[src/rtl/cache_mem_arbiter_pkg.sv]
// Shared definitions for the four-cache data-memory arbiter: FSM encoding,
// default widths and port index constants.
package cache_mem_arbiter_pkg;

  localparam int ADDR_W_DEF = 28;
  localparam int DATA_W_DEF = 128;

  localparam logic [1:0] PORT1 = 2'd0;
  localparam logic [1:0] PORT2 = 2'd1;
  localparam logic [1:0] PORT3 = 2'd2;
  localparam logic [1:0] PORT4 = 2'd3;

  typedef enum logic [1:0] {
    IDLE  = 2'd0,
    ISSUE = 2'd1,
    WAIT  = 2'd2,
    DONE  = 2'd3
  } state_e;

endpackage

[src/rtl/cache_mem_arbiter_rr_arbiter4.sv]
// Four-way round-robin picker: the first requester after last_grant_i,
// wrapping cyclically, wins. Purely combinational.
module rr_arbiter4 (
  input  logic [3:0] req_i,
  input  logic [1:0] last_grant_i,
  output logic [1:0] grant_o,
  output logic       valid_o
);

  logic [1:0] idx;

  // Scan from lowest priority (last_grant itself) to highest so the nearest
  // requester after last_grant overwrites everything before it.
  always_comb begin
    grant_o = last_grant_i;
    valid_o = 1'b0;
    idx     = 2'd0;
    for (int k = 4; k >= 1; k--) begin
      idx = last_grant_i + 2'(k);
      if (req_i[idx]) begin
        grant_o = idx;
        valid_o = 1'b1;
      end
    end
  end

endmodule

[src/rtl/cache_mem_arbiter.sv]
// Memory-side responder for four data caches: round-robin arbitration of
// refill reads and write-backs onto a single data memory, one at a time.
module cache_mem_arbiter
  import cache_mem_arbiter_pkg::*;
#(
  parameter int ADDR_W = ADDR_W_DEF,
  parameter int DATA_W = DATA_W_DEF
) (
  input  logic              clock,
  input  logic              reset,
  input  logic              c1_mem_read,
  input  logic              c1_mem_write,
  input  logic [ADDR_W-1:0] c1_mem_address,
  input  logic [DATA_W-1:0] c1_mem_writedata,
  output logic [DATA_W-1:0] c1_mem_readdata,
  output logic              c1_mem_busywait,
  input  logic              c2_mem_read,
  input  logic              c2_mem_write,
  input  logic [ADDR_W-1:0] c2_mem_address,
  input  logic [DATA_W-1:0] c2_mem_writedata,
  output logic [DATA_W-1:0] c2_mem_readdata,
  output logic              c2_mem_busywait,
  input  logic              c3_mem_read,
  input  logic              c3_mem_write,
  input  logic [ADDR_W-1:0] c3_mem_address,
  input  logic [DATA_W-1:0] c3_mem_writedata,
  output logic [DATA_W-1:0] c3_mem_readdata,
  output logic              c3_mem_busywait,
  input  logic              c4_mem_read,
  input  logic              c4_mem_write,
  input  logic [ADDR_W-1:0] c4_mem_address,
  input  logic [DATA_W-1:0] c4_mem_writedata,
  output logic [DATA_W-1:0] c4_mem_readdata,
  output logic              c4_mem_busywait,
  output logic              mem_read,
  output logic              mem_write,
  output logic [ADDR_W-1:0] mem_address,
  output logic [DATA_W-1:0] mem_writedata,
  input  logic [DATA_W-1:0] mem_readdata,
  input  logic              mem_busywait
);

  state_e            state_q;
  logic [1:0]        grant_q;
  logic [1:0]        last_grant_q;
  logic              is_write_q;
  logic [ADDR_W-1:0] addr_q;
  logic [DATA_W-1:0] wdata_q;
  logic [DATA_W-1:0] rdata_q;
  logic              mem_read_q;
  logic              mem_write_q;

  logic [3:0]        req;
  logic [3:0]        wr_req;
  logic [1:0]        arb_grant;
  logic              arb_valid;
  logic [ADDR_W-1:0] addr_sel;
  logic [DATA_W-1:0] wdata_sel;
  logic              done_c;

  assign wr_req = {c4_mem_write, c3_mem_write, c2_mem_write, c1_mem_write};
  assign req    = wr_req | {c4_mem_read, c3_mem_read, c2_mem_read, c1_mem_read};

  rr_arbiter4 u_rr (
    .req_i        (req),
    .last_grant_i (last_grant_q),
    .grant_o      (arb_grant),
    .valid_o      (arb_valid)
  );

  always_comb begin
    addr_sel  = c1_mem_address;
    wdata_sel = c1_mem_writedata;
    case (arb_grant)
      PORT2: begin
        addr_sel  = c2_mem_address;
        wdata_sel = c2_mem_writedata;
      end
      PORT3: begin
        addr_sel  = c3_mem_address;
        wdata_sel = c3_mem_writedata;
      end
      PORT4: begin
        addr_sel  = c4_mem_address;
        wdata_sel = c4_mem_writedata;
      end
      default: ;
    endcase
  end

  // Combinational so a fresh request stalls in its very first cycle.
  assign done_c          = (state_q == DONE);
  assign c1_mem_busywait = req[0] & ~(done_c & (grant_q == PORT1));
  assign c2_mem_busywait = req[1] & ~(done_c & (grant_q == PORT2));
  assign c3_mem_busywait = req[2] & ~(done_c & (grant_q == PORT3));
  assign c4_mem_busywait = req[3] & ~(done_c & (grant_q == PORT4));

  assign c1_mem_readdata = rdata_q;
  assign c2_mem_readdata = rdata_q;
  assign c3_mem_readdata = rdata_q;
  assign c4_mem_readdata = rdata_q;

  assign mem_read      = mem_read_q;
  assign mem_write     = mem_write_q;
  assign mem_address   = addr_q;
  assign mem_writedata = wdata_q;

  always_ff @(posedge clock or posedge reset) begin
    if (reset) begin
      state_q      <= IDLE;
      grant_q      <= PORT1;
      last_grant_q <= PORT4;
      is_write_q   <= 1'b0;
      addr_q       <= '0;
      wdata_q      <= '0;
      rdata_q      <= '0;
      mem_read_q   <= 1'b0;
      mem_write_q  <= 1'b0;
    end else begin
      case (state_q)
        IDLE: begin
          if (arb_valid) begin
            // Write wins when a cache (illegally) raises both strobes.
            grant_q     <= arb_grant;
            addr_q      <= addr_sel;
            wdata_q     <= wdata_sel;
            is_write_q  <= wr_req[arb_grant];
            mem_read_q  <= ~wr_req[arb_grant];
            mem_write_q <= wr_req[arb_grant];
            state_q     <= ISSUE;
          end
        end
        ISSUE: state_q <= WAIT;
        WAIT: begin
          if (!mem_busywait) begin
            if (!is_write_q) rdata_q <= mem_readdata;
            mem_read_q  <= 1'b0;
            mem_write_q <= 1'b0;
            state_q     <= DONE;
          end
        end
        DONE: begin
          last_grant_q <= grant_q;
          state_q      <= IDLE;
        end
        default: state_q <= IDLE;
      endcase
    end
  end

endmodule

[config.mk]
export PLATFORM = sky130hd
export DESIGN_NAME = cache_mem_arbiter
export DESIGN_NICKNAME = d
export VERILOG_FILES = /design/src/rtl/cache_mem_arbiter_pkg.sv /design/src/rtl/cache_mem_arbiter_rr_arbiter4.sv /design/src/rtl/cache_mem_arbiter.sv
export SDC_FILE = /design/constraint.sdc
export NUM_CORES = 1
export LEC_CHECK = 0
export ABC_AREA = 1
export BUFFER_PORTS_ARGS = -buffer_cell sky130_fd_sc_hd__buf_2
export CAP_MARGIN = 5
export CORE_AREA = 2 2 557 559
export DETAILED_ROUTE_END_ITERATION = 10
export DIE_AREA = 0 0 559 561
export GPL_TIMING_DRIVEN = 0
export PLACE_DENSITY = 0.35
export SLEW_MARGIN = 15
export SYNTH_ARGS = -nofsm -noshare
export SYNTH_HDL_FRONTEND = slang
export SYNTH_SLANG_ARGS = --single-unit
[constraint.sdc]
create_clock -name clock -period 9.7 [get_ports clock]
set_input_delay 2.425 -clock clock [delete_from_list [all_inputs] [get_ports clock]]
set_output_delay 2.425 -clock clock [all_outputs]
set_load 0.02 [all_outputs]
**Yosys cells after proc, flatten, opt, wreduce, memory -nomap -nowiden**

Cells that the tools add are included.

- Output and inout bits: 674
- Bits in writable memories: 0
- Memories: 0
- Flip-flop bits (word level): 293
- Latch bits: 0
- Memory bits (read-only): 0
- Input port bits: 763
- Word-level logic and storage cells: 78

- Div/mod/pow operators: 0
- Reduce and logical (&&, ||, !) cells: 7
- $lt $le $gt $ge: 5
- Shift operators: 0
- Add/subtract/negate cells: 3
- Equality and inequality tests: 11
- $mul: 0
- Bitwise gates (word level): 16
- Muxes and demuxes: 27

Operators with widths:

| operator | number |
|---|---|
| $pmux 128 s3 | 1 |
| $pmux 28 s3 | 1 |
| $lt 2x3->1 const B | 5 |
| $eq 2x2->1 const B | 6 |
| $mux 1 | 12 |
| $bmux 1 s2 | 5 |
| $mux 2 | 5 |
| $and 1x1->1 | 8 |
| $pmux 2 s4 | 1 |
| $not 1->1 | 7 |
| $eq 2x1->1 const B | 3 |
| $reduce_and 3->1 | 2 |
| $add 2x2->2 const B | 2 |
| $logic_not 2->1 | 2 |
| $ne 2x2->1 const B | 2 |
| $or 4x4->4 | 1 |
| $pmux 1 s2 | 2 |
| $reduce_and 2->1 | 2 |
| $add 2x1->2 const B | 1 |
| $reduce_bool 2->1 | 1 |

**Longest topological paths before layout**

Gate-level depths: netlist of run 1.

- Depth after elaboration: 11
- Mapped depth: 17
- Mapped depth without buffers: 15

**Cells and area by module**

A second synthesis of run 1 with hierarchy kept.

- Cell total of the unflattened synthesis: 2757
- Area total of the unflattened synthesis: 19362.3 sq um

Modules (own cells, without submodules):

| module | seq. area each (sq um) | instances | cells each | area each (sq um) |
|---|---|---|---|---|
| cache_mem_arbiter | 7334.5 | 1 | 2710 | 19120.8 |
| rr_arbiter4 | 0.0 | 1 | 47 | 241.5 |

**Least setup slack after synthesis of run 1**

Ideal clock, no wire load.

- Kind: input-to-output
- From: input c1_mem_read
- To: output c1_mem_busywait
- Arrival time: 2847 ps
- Stages on the path: 2
- Buffers on the path: 0
- Required time: 7275 ps
- Slack: 4428 ps
- Cell sequence: nor2_1 -> a31oi_1

- Cells in the longest elaborated chain, start to end: 2

Ends and longest elaborated chain:

| element | line | text |
|---|---|---|
| from (decl) | cache_mem_arbiter.sv:11 | `input logic c1_mem_read,` |
| $or 4x4->4 | cache_mem_arbiter.sv:62 | `assign req = wr_req \| {c4_mem_read, c3_mem_read, c2_mem_read, c1_mem_read};` |
| $and 1x1->1 | cache_mem_arbiter.sv:93 | `assign c1_mem_busywait = req[0] & ~(done_c & (grant_q == PORT1));` |
| to (decl) | cache_mem_arbiter.sv:16 | `output logic c1_mem_busywait,` |

No other way between the ends.

**Worst setup path in the final report of run 1**

- From: input c3_mem_write
- To: output c3_mem_busywait

- Cells in the longest elaborated chain, start to end: 2

Ends and longest elaborated chain:

| element | line | text |
|---|---|---|
| from (decl) | cache_mem_arbiter.sv:24 | `input logic c3_mem_write,` |
| $or 4x4->4 | cache_mem_arbiter.sv:62 |  |
| $and 1x1->1 | cache_mem_arbiter.sv:95 | `assign c3_mem_busywait = req[2] & ~(done_c & (grant_q == PORT3));` |
| to (decl) | cache_mem_arbiter.sv:28 | `output logic c3_mem_busywait,` |

No other way between the ends.

==> metrics.cfg, run 1 <==
[logic_synthesis]
yosys-top-cells-area=dfrtp_1 (37%), buf_4 (16%), nand2_1 (15%)
synth_area_per_cell_um2=7.37
ys_warn_count=0
async_flop_share_pct=100
ys_seq_area_share_pct=37.2
synth-edff-count=0
yosysTopAreaCellShare_pct=36.9
ys.flop_type=dfrtp_1
syn_nets=3443
yosysTopAreaCell=dfrtp_1
syn-cell-area_um2=19700
ys_types=30
ys_ff_latch=293
synth_common_cells=nand2_1 (785), buf_4 (415), nor2_1 (321)
synthCells=2676
synthMostInstantiatedCell=nand2_1

[global_routing]
grt_start_max_net_pins=33
gr-total-overflow=0
grt_pass1_wl_um=269000
grt_pass1_vias=25500
grt_use_total_pct=13.1
antenna_found_initial=103

[route]
first_iter_violations=1605
vias_per_cell=2.99
drcViolationCount=0
routed_wl_um=213000
vias=25100
drt-pass1-iter-count=5
drtAntennaViolNets=0
wire_per_inst_um=25.4

[timing]
hold_viol_final=0
slew_violations=0
finClkSkew_ns=0.0184
period_share_pct=56.6
rsz0062_at_grt=false
slew_headroom_pct=21.6
finalCriticalPeriod_ns=5.49
worstMarginPinSlew_ns=1.18
setup_viol=0
fin_setup_tns_ns=0
fin_ws_ns=4.21
fmax_mhz=182

[worst_setup_path]
cpPeakStageDelay_ns=0.24
crit_slowest_cell=nor2_1
required_ns=7.28
worstPathMaxFanout=3
worstSetupPathType=primary input to output pin
cp-start-kind=primary input
cp_top_family=buffers and inverters
worst_path_most_repeated_cell=buf_2
crit_buf_inv=2
cp_cell_sequence=buf_2 > nor2_1 > a31oi_1 > buf_2
cp.arrival_ns=3.06
end_kind=output pin

[run_status]
status=finished clean

[clock_network]
cts_tree=built
hold_buffers=0
cts_buffers=45
insertion_delay_ns=0.66
clockBufferDepth=3
post_cts_buffers=0
clk_pin_slew_ns=0.05
cts.htree.levels=2
clockRootBuffer=clkbuf_16
ctsResizeCount=0
numClockSinks=293

[floorplan]
die_w_um=559
die_h_um=561
die-area_um2=314000
coreArea_um2=308000
start_util_pct=6.42
top_level_ports=1437
rows=204

[pwr]
p_int_mw=6.57
p_seq_share_pct=18.8
p_sw_mw=10.2
power.density_nw_per_um2=492
netSwitchingFraction_pct=60.7
ir_worst_vdd_uv=136
cellLeakagePower_nw=17.5
p_comb_share_pct=70.6
power_frac_clock_pct=10.6

[flow_run]
max-cap-violations=0

[place]
post-place-ws_ns=3.63
dp_hpwl_um=189000
io_buffers=1436
gp_congestion=0.920

[hold_path]
hold_class=register to register

[final_layout]
syn_to_final_growth_pct=72.3
nets=4937
utilization_pct=11.1
layout-drive-gt1-share_pct=51.9
fillCellCount=36200

==> worst paths after layout <==
check / from / to / slack, ns / depth (start not counted)
worst max-delay path: c3_mem_write / c3_mem_busywait / 4.21 / 4
worst min-delay path: mem_writedata[60] / mem_writedata[60] / 0.48 / 2
worst max register to register: last_grant_q[0] / mem_address[0] / 5.87 / 15
worst min register to register: mem_writedata[60] / mem_writedata[60] / 0.48 / 2
max in group asynchronous: reset / mem_address[17] / 6.41 / 7
min in group asynchronous: reset / c1_mem_readdata[83] / 1.77 / 2
==> final cells by class <==
cell class | instances | area [um2] | share of cell area, %
Multi-Input combinational cell | 1731 | 8270 | 24.3
Timing Repair Buffer | 1447 | 7410 | 21.8
Sequential cell | 293 | 7330 | 21.6
Tap cell | 4120 | 5150 | 15.2
Buffer | 555 | 3770 | 11.1
Clock buffer | 59 | 1230 | 3.61
Inverter | 97 | 370 | 1.09
Clock inverter | 23 | 298 | 0.876
Antenna cell | 69 | 173 | 0.508
==> layer usage <==
layer / up-vias / wire length [um] / global-route usage [%] / share of wire, %
met5: - / 226 / 0 / 0.11
met4: 36 / 8760 / 5.12 / 4.1
met3: 265 / 18400 / 4.09 / 8.6
met2: 1396 / 105000 / 23.0 / 49
met1: 12100 / 80700 / 14.6 / 38
li1: 11300 / - / - / -
==> sequential cells by signal (all words and copies together), names as in the netlist <==
signal,count
last_grant_q,2
mem_read,1
mem_writedata,128
c1_mem_readdata,128
mem_address,28
grant_q,2
is_write_q,1
mem_write,1
state_q,2
==> power groups by stage <==
stage	Combinational (mW)	Sequential, mW	Clock (mW)
2_1_floorplan	5.96	3.04	0
3_3_place_gp	12.2	3.21	0
3_5_place_dp	12.1	3.23	0
4_1_cts	12.2	3.23	1.86
5_1_grt	12.8	3.26	1.90
6_report	11.8	3.15	1.77
==> per-stage QoR <==
stage	total power, mW	hold slack [ns]	cells	cell area [um2]
after floorplan	9.00	0.450	2676	19700
after global placement	15.4	0.457	8232	32100
after detailed placement	15.4	0.460	8243	32300
after CTS	17.3	0.481	8325	33800
after global routing	17.9	0.490	8367	33900
final	16.7	0.476	8394	34000
==> cell families after synthesis <==
| family | after synthesis | synth area share, % |
|---|---|---|
| AOI/OAI and AO/OA | 85 | 2.19 |
| adders and majority gates | 4 | 0.254 |
| buffers and inverters | 652 | 20.9 |
| DFF | 293 | 37.2 |
| muxes | 128 | 7.30 |
| and+or+nand+nor | 1514 | 32.2 |
==> layout by cell type (no fill, tap or decap), types with 4 or more instances in the layout <==
master,count
clkinvlp_4,7
nand2_1,785
nor2_1,321
nand4_1,82
clkbuf_16,45
o21ai_1,18
clkinv_2,5
clkbuf_2,8
diode_2,69
mux2_2,128
buf_1,4
clkbuf_8,5
inv_1,83
buf_12,11
inv_6,4
inv_2,12
dfrtp_1,291
bufinv_16,5
buf_4,415
clkbuf_1,52
o21ai_0,61
ha_1,4
buf_2,1519
nand3_1,315
==> worst min-delay path: cells and delay by family (launching register included) <==
kind	cells	cell delay [ns]
flops	1	0.33
simple gates	2	0.11
Note: power is estimated with default switching activity, not from simulation.
==> run 2: changes to the inputs <==
--- a/config.mk
+++ b/config.mk
@@ -8,11 +8,11 @@
 export ABC_AREA = 1
 export BUFFER_PORTS_ARGS = -buffer_cell sky130_fd_sc_hd__buf_2
 export CAP_MARGIN = 5
-export CORE_AREA = 2 2 557 559
+export CORE_AREA = 2 2 559 561
 export DETAILED_ROUTE_END_ITERATION = 10
-export DIE_AREA = 0 0 559 561
+export DIE_AREA = 0 0 561 563
 export GPL_TIMING_DRIVEN = 0
-export PLACE_DENSITY = 0.35
+export PLACE_DENSITY = 0.34
 export SLEW_MARGIN = 15
 export SYNTH_ARGS = -nofsm -noshare
 export SYNTH_HDL_FRONTEND = slang
==> constraint.sdc (replaced) <==
create_clock -name clock -period 5.5 [get_ports clock]
set_input_delay 1.375 -clock clock [delete_from_list [all_inputs] [get_ports clock]]
set_output_delay 1.375 -clock clock [all_outputs]
set_load 0.02 [all_outputs]
==> run 2 against run 1 <==
  * Clock skew increased by 0.0028 ns
  * Combinational power grew 78%
  * Die area rose by 0.72%
  * First-iteration DRC count rose by 1.5%
  * Worst hold slack is essentially flat
  * Core utilization decreased by 0.072 points
  * Sequential share of layout area shrank 0.053 points
  * Count of clock-buffer cells in the layout grew 5
  * Non-clock buffer count did not move
  * Critical path type is now primary input to register
==> metrics.cfg, run 2 (synthesized netlist as in run 1, its figures left out) <==
[floorplan]
die-area_um2=316000
rows=205
die_w_um=561
die_h_um=563
top_level_ports=1437
coreArea_um2=310000
start_util_pct=6.36

[clock_network]
cts.htree.levels=2
hold_buffers=0
cts_buffers=46
clockRootBuffer=clkbuf_16
clk_pin_slew_ns=0.06
insertion_delay_ns=0.67
cts_tree=built
clockBufferDepth=3
numClockSinks=293
ctsResizeCount=0
post_cts_buffers=0

[timing]
setup_viol=0
fin_ws_ns=1.15
period_share_pct=79.1
finClkSkew_ns=0.0213
fin_setup_tns_ns=0
finalCriticalPeriod_ns=4.35
worstMarginPinSlew_ns=1.19
hold_viol_final=0
slew_headroom_pct=20.9
slew_violations=0
fmax_mhz=230
rsz0062_at_grt=false

[global_routing]
grt_use_total_pct=13.0
gr-total-overflow=0
grt_pass1_vias=25400
grt_start_max_net_pins=30
grt_pass1_wl_um=266000
antenna_found_initial=98

[place]
dp_hpwl_um=188000
io_buffers=1436
gp_congestion=0.917
post-place-ws_ns=0.138
dp.cells=8263
detailed_place.area_um2=32300

[route]
routed_wl_um=214000
drcViolationCount=0
drtAntennaViolNets=0
wl_met1_um=81300
vias_per_cell=2.99
vias=25200
routed.top_layer=met5
met2_length_um=108000
first_iter_violations=1629
dr_wl_met3_um=16700
wire_per_inst_um=25.4
drt-pass1-iter-count=7

[run_status]
status=finished clean

[pwr]
power.density_nw_per_um2=870
cellLeakagePower_nw=17.5
total_power_mw=29.7
ir_worst_vdd_uv=264

[worst_setup_path]
worstPathMaxFanout=11
cp-start-kind=primary input
worstSetupPathType=primary input to register
end_kind=register
cp.arrival_ns=4.93
required_ns=6.08

[final_layout]
nets=4938
layout_common_cells=buf_2 (1,519), nand2_1 (785), buf_4 (415), nor2_1 (321), nand3_1 (315)
final_area_um2=34100
mostFrequentLayoutCell=buf_2
syn_to_final_growth_pct=72.7
layout-drive-gt1-share_pct=51.8
fin_cells=8423

[flow_run]
max-cap-violations=0

[hold_path]
hold_class=register to register

run 2: changes by cell type in the layout (fill, tap and decap cells not counted), sizes merged:
cell      previous run  this run
clkbuf             110       115
clkinv               5        11
clkinvlp             7         2
diode               69        76
inv                103        99
run 2: power by group:
part	internal [mW]	total (mW)	switching (mW)
clock network	1.89	3.20	1.31
registers	3.24	5.50	2.25
logic	6.53	21.0	14.4
total	11.7	29.7	18.0
run 2: critical path, stage by stage:
cell and delay [ns]:
buf_2 0.10, nor2_1 0.22, nand2_1 0.13, nand3_1 0.14
nand3_1 0.09, nand2_1 0.10, nand2_4 0.19, inv_2 0.25
buf_4 0.42, buf_2 0.48, nand4_1 0.77, nand3_1 0.33
nand2_1 0.13, nand2_1 0.08
run 2: cell type report:
cell class,count,area [um2]
Multi-Input combinational cell,1731,8270
Fill cell,36600,276000
Sequential cell,293,7330
Timing Repair Buffer,1447,7410
Inverter,97,370
Antenna cell,76,190
Clock inverter,20,262
Clock buffer,64,1300
Buffer,555,3770
Tap cell,4140,5180
run 2: worst paths after layout:
path / start / end / slack, ns / cells after the start
worst max-delay path: c2_mem_read / mem_writedata[26] / 1.15 / 14
worst min-delay path: mem_address[6] / mem_address[6] / 0.48 / 2
worst max register to register: last_grant_q[0] / mem_writedata[26] / 1.46 / 15
worst min register to register: mem_address[6] / mem_address[6] / 0.48 / 2
max in group asynchronous: reset / mem_writedata[103] / 3.10 / 7
min in group asynchronous: reset / c1_mem_readdata[122] / 0.82 / 2
run 2: per-layer routing:
metal | GRT usage (%) | vias up
li1 | - | 11300
met1 | 14.5 | 12200
met2 | 23.5 | 1425
met3 | 3.55 | 243
met4 | 4.44 | 22
met5 | 0 | -
run 2: through the flow:
step	hold slack, ns	utilization, %
3_3_place_gp	0.459	10.3
2_1_floorplan	0.450	-
4_1_cts	0.478	10.9
6_report	0.476	11.0
5_1_grt	0.495	11.0
3_5_place_dp	0.464	10.4
==> run 3: changes to the inputs <==
--- a/config.mk
+++ b/config.mk
@@ -8,11 +8,11 @@
 export ABC_AREA = 1
 export BUFFER_PORTS_ARGS = -buffer_cell sky130_fd_sc_hd__buf_2
 export CAP_MARGIN = 5
-export CORE_AREA = 2 2 559 561
+export CORE_AREA = 2 2 557 559
 export DETAILED_ROUTE_END_ITERATION = 10
-export DIE_AREA = 0 0 561 563
+export DIE_AREA = 0 0 559 561
 export GPL_TIMING_DRIVEN = 0
-export PLACE_DENSITY = 0.34
+export PLACE_DENSITY = 0.35
 export SLEW_MARGIN = 15
 export SYNTH_ARGS = -nofsm -noshare
 export SYNTH_HDL_FRONTEND = slang
==> constraint.sdc (replaced) <==
create_clock -name clock -period 3.9 [get_ports clock]
set_input_delay 0.975 -clock clock [delete_from_list [all_inputs] [get_ports clock]]
set_output_delay 0.975 -clock clock [all_outputs]
set_load 0.02 [all_outputs]
==> run 3 against run 2 <==
  * Setup slack got worse by 0.96 ns
  * Critical endpoint is now mem_writedata[104]
  * Critical path type is now register to register
  * First-iteration DRC count rose by 0.68%
  * Wire length decreased by 0.40%
  * Via count fell by 0.31%
  * Combinational power rose by 40%
  * Final cell count fell by 0.38%
==> metrics.cfg, run 3 (synthesized netlist as in run 1, its figures left out) <==
[place]
dp_hpwl_um=189000
post-place-ws_ns=-0.719
gp_congestion=0.920
io_buffers=1436

[clock_network]
numClockSinks=293
clockBufferDepth=3
cts_tree=built
clockRootBuffer=clkbuf_16
insertion_delay_ns=0.66
cts.htree.levels=2
clk_pin_slew_ns=0.06
cts_buffers=45
post_cts_buffers=0

[final_layout]
multi_input_area_um2=8270
mostFrequentLayoutCell=buf_2
syn_to_final_growth_pct=72.3
layout_common_cells=buf_2 (1,519), nand2_1 (785), buf_4 (415), nor2_1 (321), nand3_1 (315)
layout-drive-gt1-share_pct=51.9
utilization_pct=11.1
nets=4936
fillCellCount=36200
seqCellArea_um2=7330

[pwr]
p_comb_share_pct=70.6
p_int_mw=16.3
p_seq_share_pct=18.8
netSwitchingFraction_pct=60.7
p_sw_mw=25.2
ir_worst_vdd_uv=341
power_frac_clock_pct=10.6
cellLeakagePower_nw=17.5
power.density_nw_per_um2=1220
total_power_mw=41.5

[hold_path]
hold_class=primary input to async pin

[global_routing]
grt_pass1_vias=25500
grt_pass1_wl_um=268000
antenna_found_initial=103
grt_start_max_net_pins=33
gr-total-overflow=0
grt_use_total_pct=13.1

[worst_setup_path]
required_ns=4.48
cp-start-kind=register
worstSetupPathType=register to register
cpPeakStageDelay_ns=0.54
ff2ff_path_depth=15
worst_path_most_repeated_cell=nand2_1
end_kind=register
cp_cell_sequence=buf_6 > inv_4 > nand2_1 > nand3_2 > nand2_1 > nor2_1 > nand2_1 > nand2_4 > inv_2 > buf_4 > buf_2 > nand3_1 > nand3_1 > nand2_1 > nand2_1
reg2reg_to=mem_writedata[104]
timing.rr.start=last_grant_q[0]
cp.arrival_ns=4.29
crit_slowest_cell=buf_2
r2r_slack_ns=0.19
worstPathMaxFanout=12

[timing]
finalCriticalPeriod_ns=3.71
slew_violations=0
fin_setup_tns_ns=0
rsz0062_at_grt=false
fmax_mhz=270
slew_headroom_pct=23.6
finClkSkew_ns=0.0201
period_share_pct=95.0
fin_hold_ws_ns=0.323
setup_viol=0
hold_viol_final=0
fin_ws_ns=0.194
worstMarginPinSlew_ns=1.15

[route]
drtAntennaViolNets=0
vias=25100
drt-pass1-iter-count=5
first_iter_violations=1640
routed_wl_um=213000
drcViolationCount=0
vias_per_cell=2.99
wire_per_inst_um=25.4

[floorplan]
rows=204
coreArea_um2=308000
start_util_pct=6.42
die_w_um=559
die_h_um=561
die-area_um2=314000
top_level_ports=1437

[flow_run]
max-cap-violations=0

[run_status]
status=finished clean

[run 3: power by group through the flow]
stage / Sequential (mW) / Clock, mW / Combinational (mW)
after floorplan: 7.55 / 0 / 14.8
after global placement: 7.97 / 0 / 30.3
after detailed placement: 8.04 / 0 / 30.2
after CTS: 8.02 / 4.62 / 30.2
after global routing: 8.10 / 4.72 / 31.7
final: 7.81 / 4.40 / 29.3
[run 3: worst max-delay path: cells and delay by family (launching register included)]
| kind | cells | cell delay [ns] |
|---|---|---|
| buffers and inverters | 5 | 1.45 |
| flip-flops | 1 | 0.53 |
| AND/OR/NAND/NOR | 10 | 1.59 |
[run 3: through the flow]
stage | cells | area (um2)
after floorplan | 2676 | 19700
after global placement | 8232 | 32100
after detailed placement | 8243 | 32300
after CTS | 8324 | 33800
after global routing | 8366 | 33900
final | 8391 | 34000
[run 3: per-layer routing]
| metal | global-route usage [%] | up-vias | share of wire (%) |
|---|---|---|---|
| li1 | - | 11300 | - |
| met1 | 14.6 | 12100 | 38 |
| met2 | 23.0 | 1394 | 49 |
| met3 | 4.09 | 264 | 8.7 |
| met4 | 5.11 | 36 | 4.1 |
| met5 | 0 | - | 0.11 |
[run 3: layout make-up]
class	count	share of cell area (%)
multi-input combinational	1731	24.3
sequential	293	21.6
buffer	554	11.1
clock inverter	23	0.876
tap	4120	15.2
timing repair buffer	1447	21.8
antenna	67	0.493
clock buffer	59	3.61
inverter	97	1.09
[run 3: repair_timing]
item | in CTS | in global routing
endpoints found under the setup margin | 1 | 0
hold buffers | 0 | 0
resized for setup | 0 | 0
[run 3: how the worst max path moves through the flow]
stage,cells after the start,end,start,slack [ns]
after floorplan,1,c1_mem_readdata[0],reset,-0.96
after global placement,2,c1_mem_readdata[115],reset,-4.33
after detailed placement,14,mem_address[0],c2_mem_read,-0.72
after CTS,15,mem_writedata[104],last_grant_q[0],0.04
after global routing,15,mem_writedata[99],last_grant_q[0],0.03
final,15,mem_writedata[104],last_grant_q[0],0.19
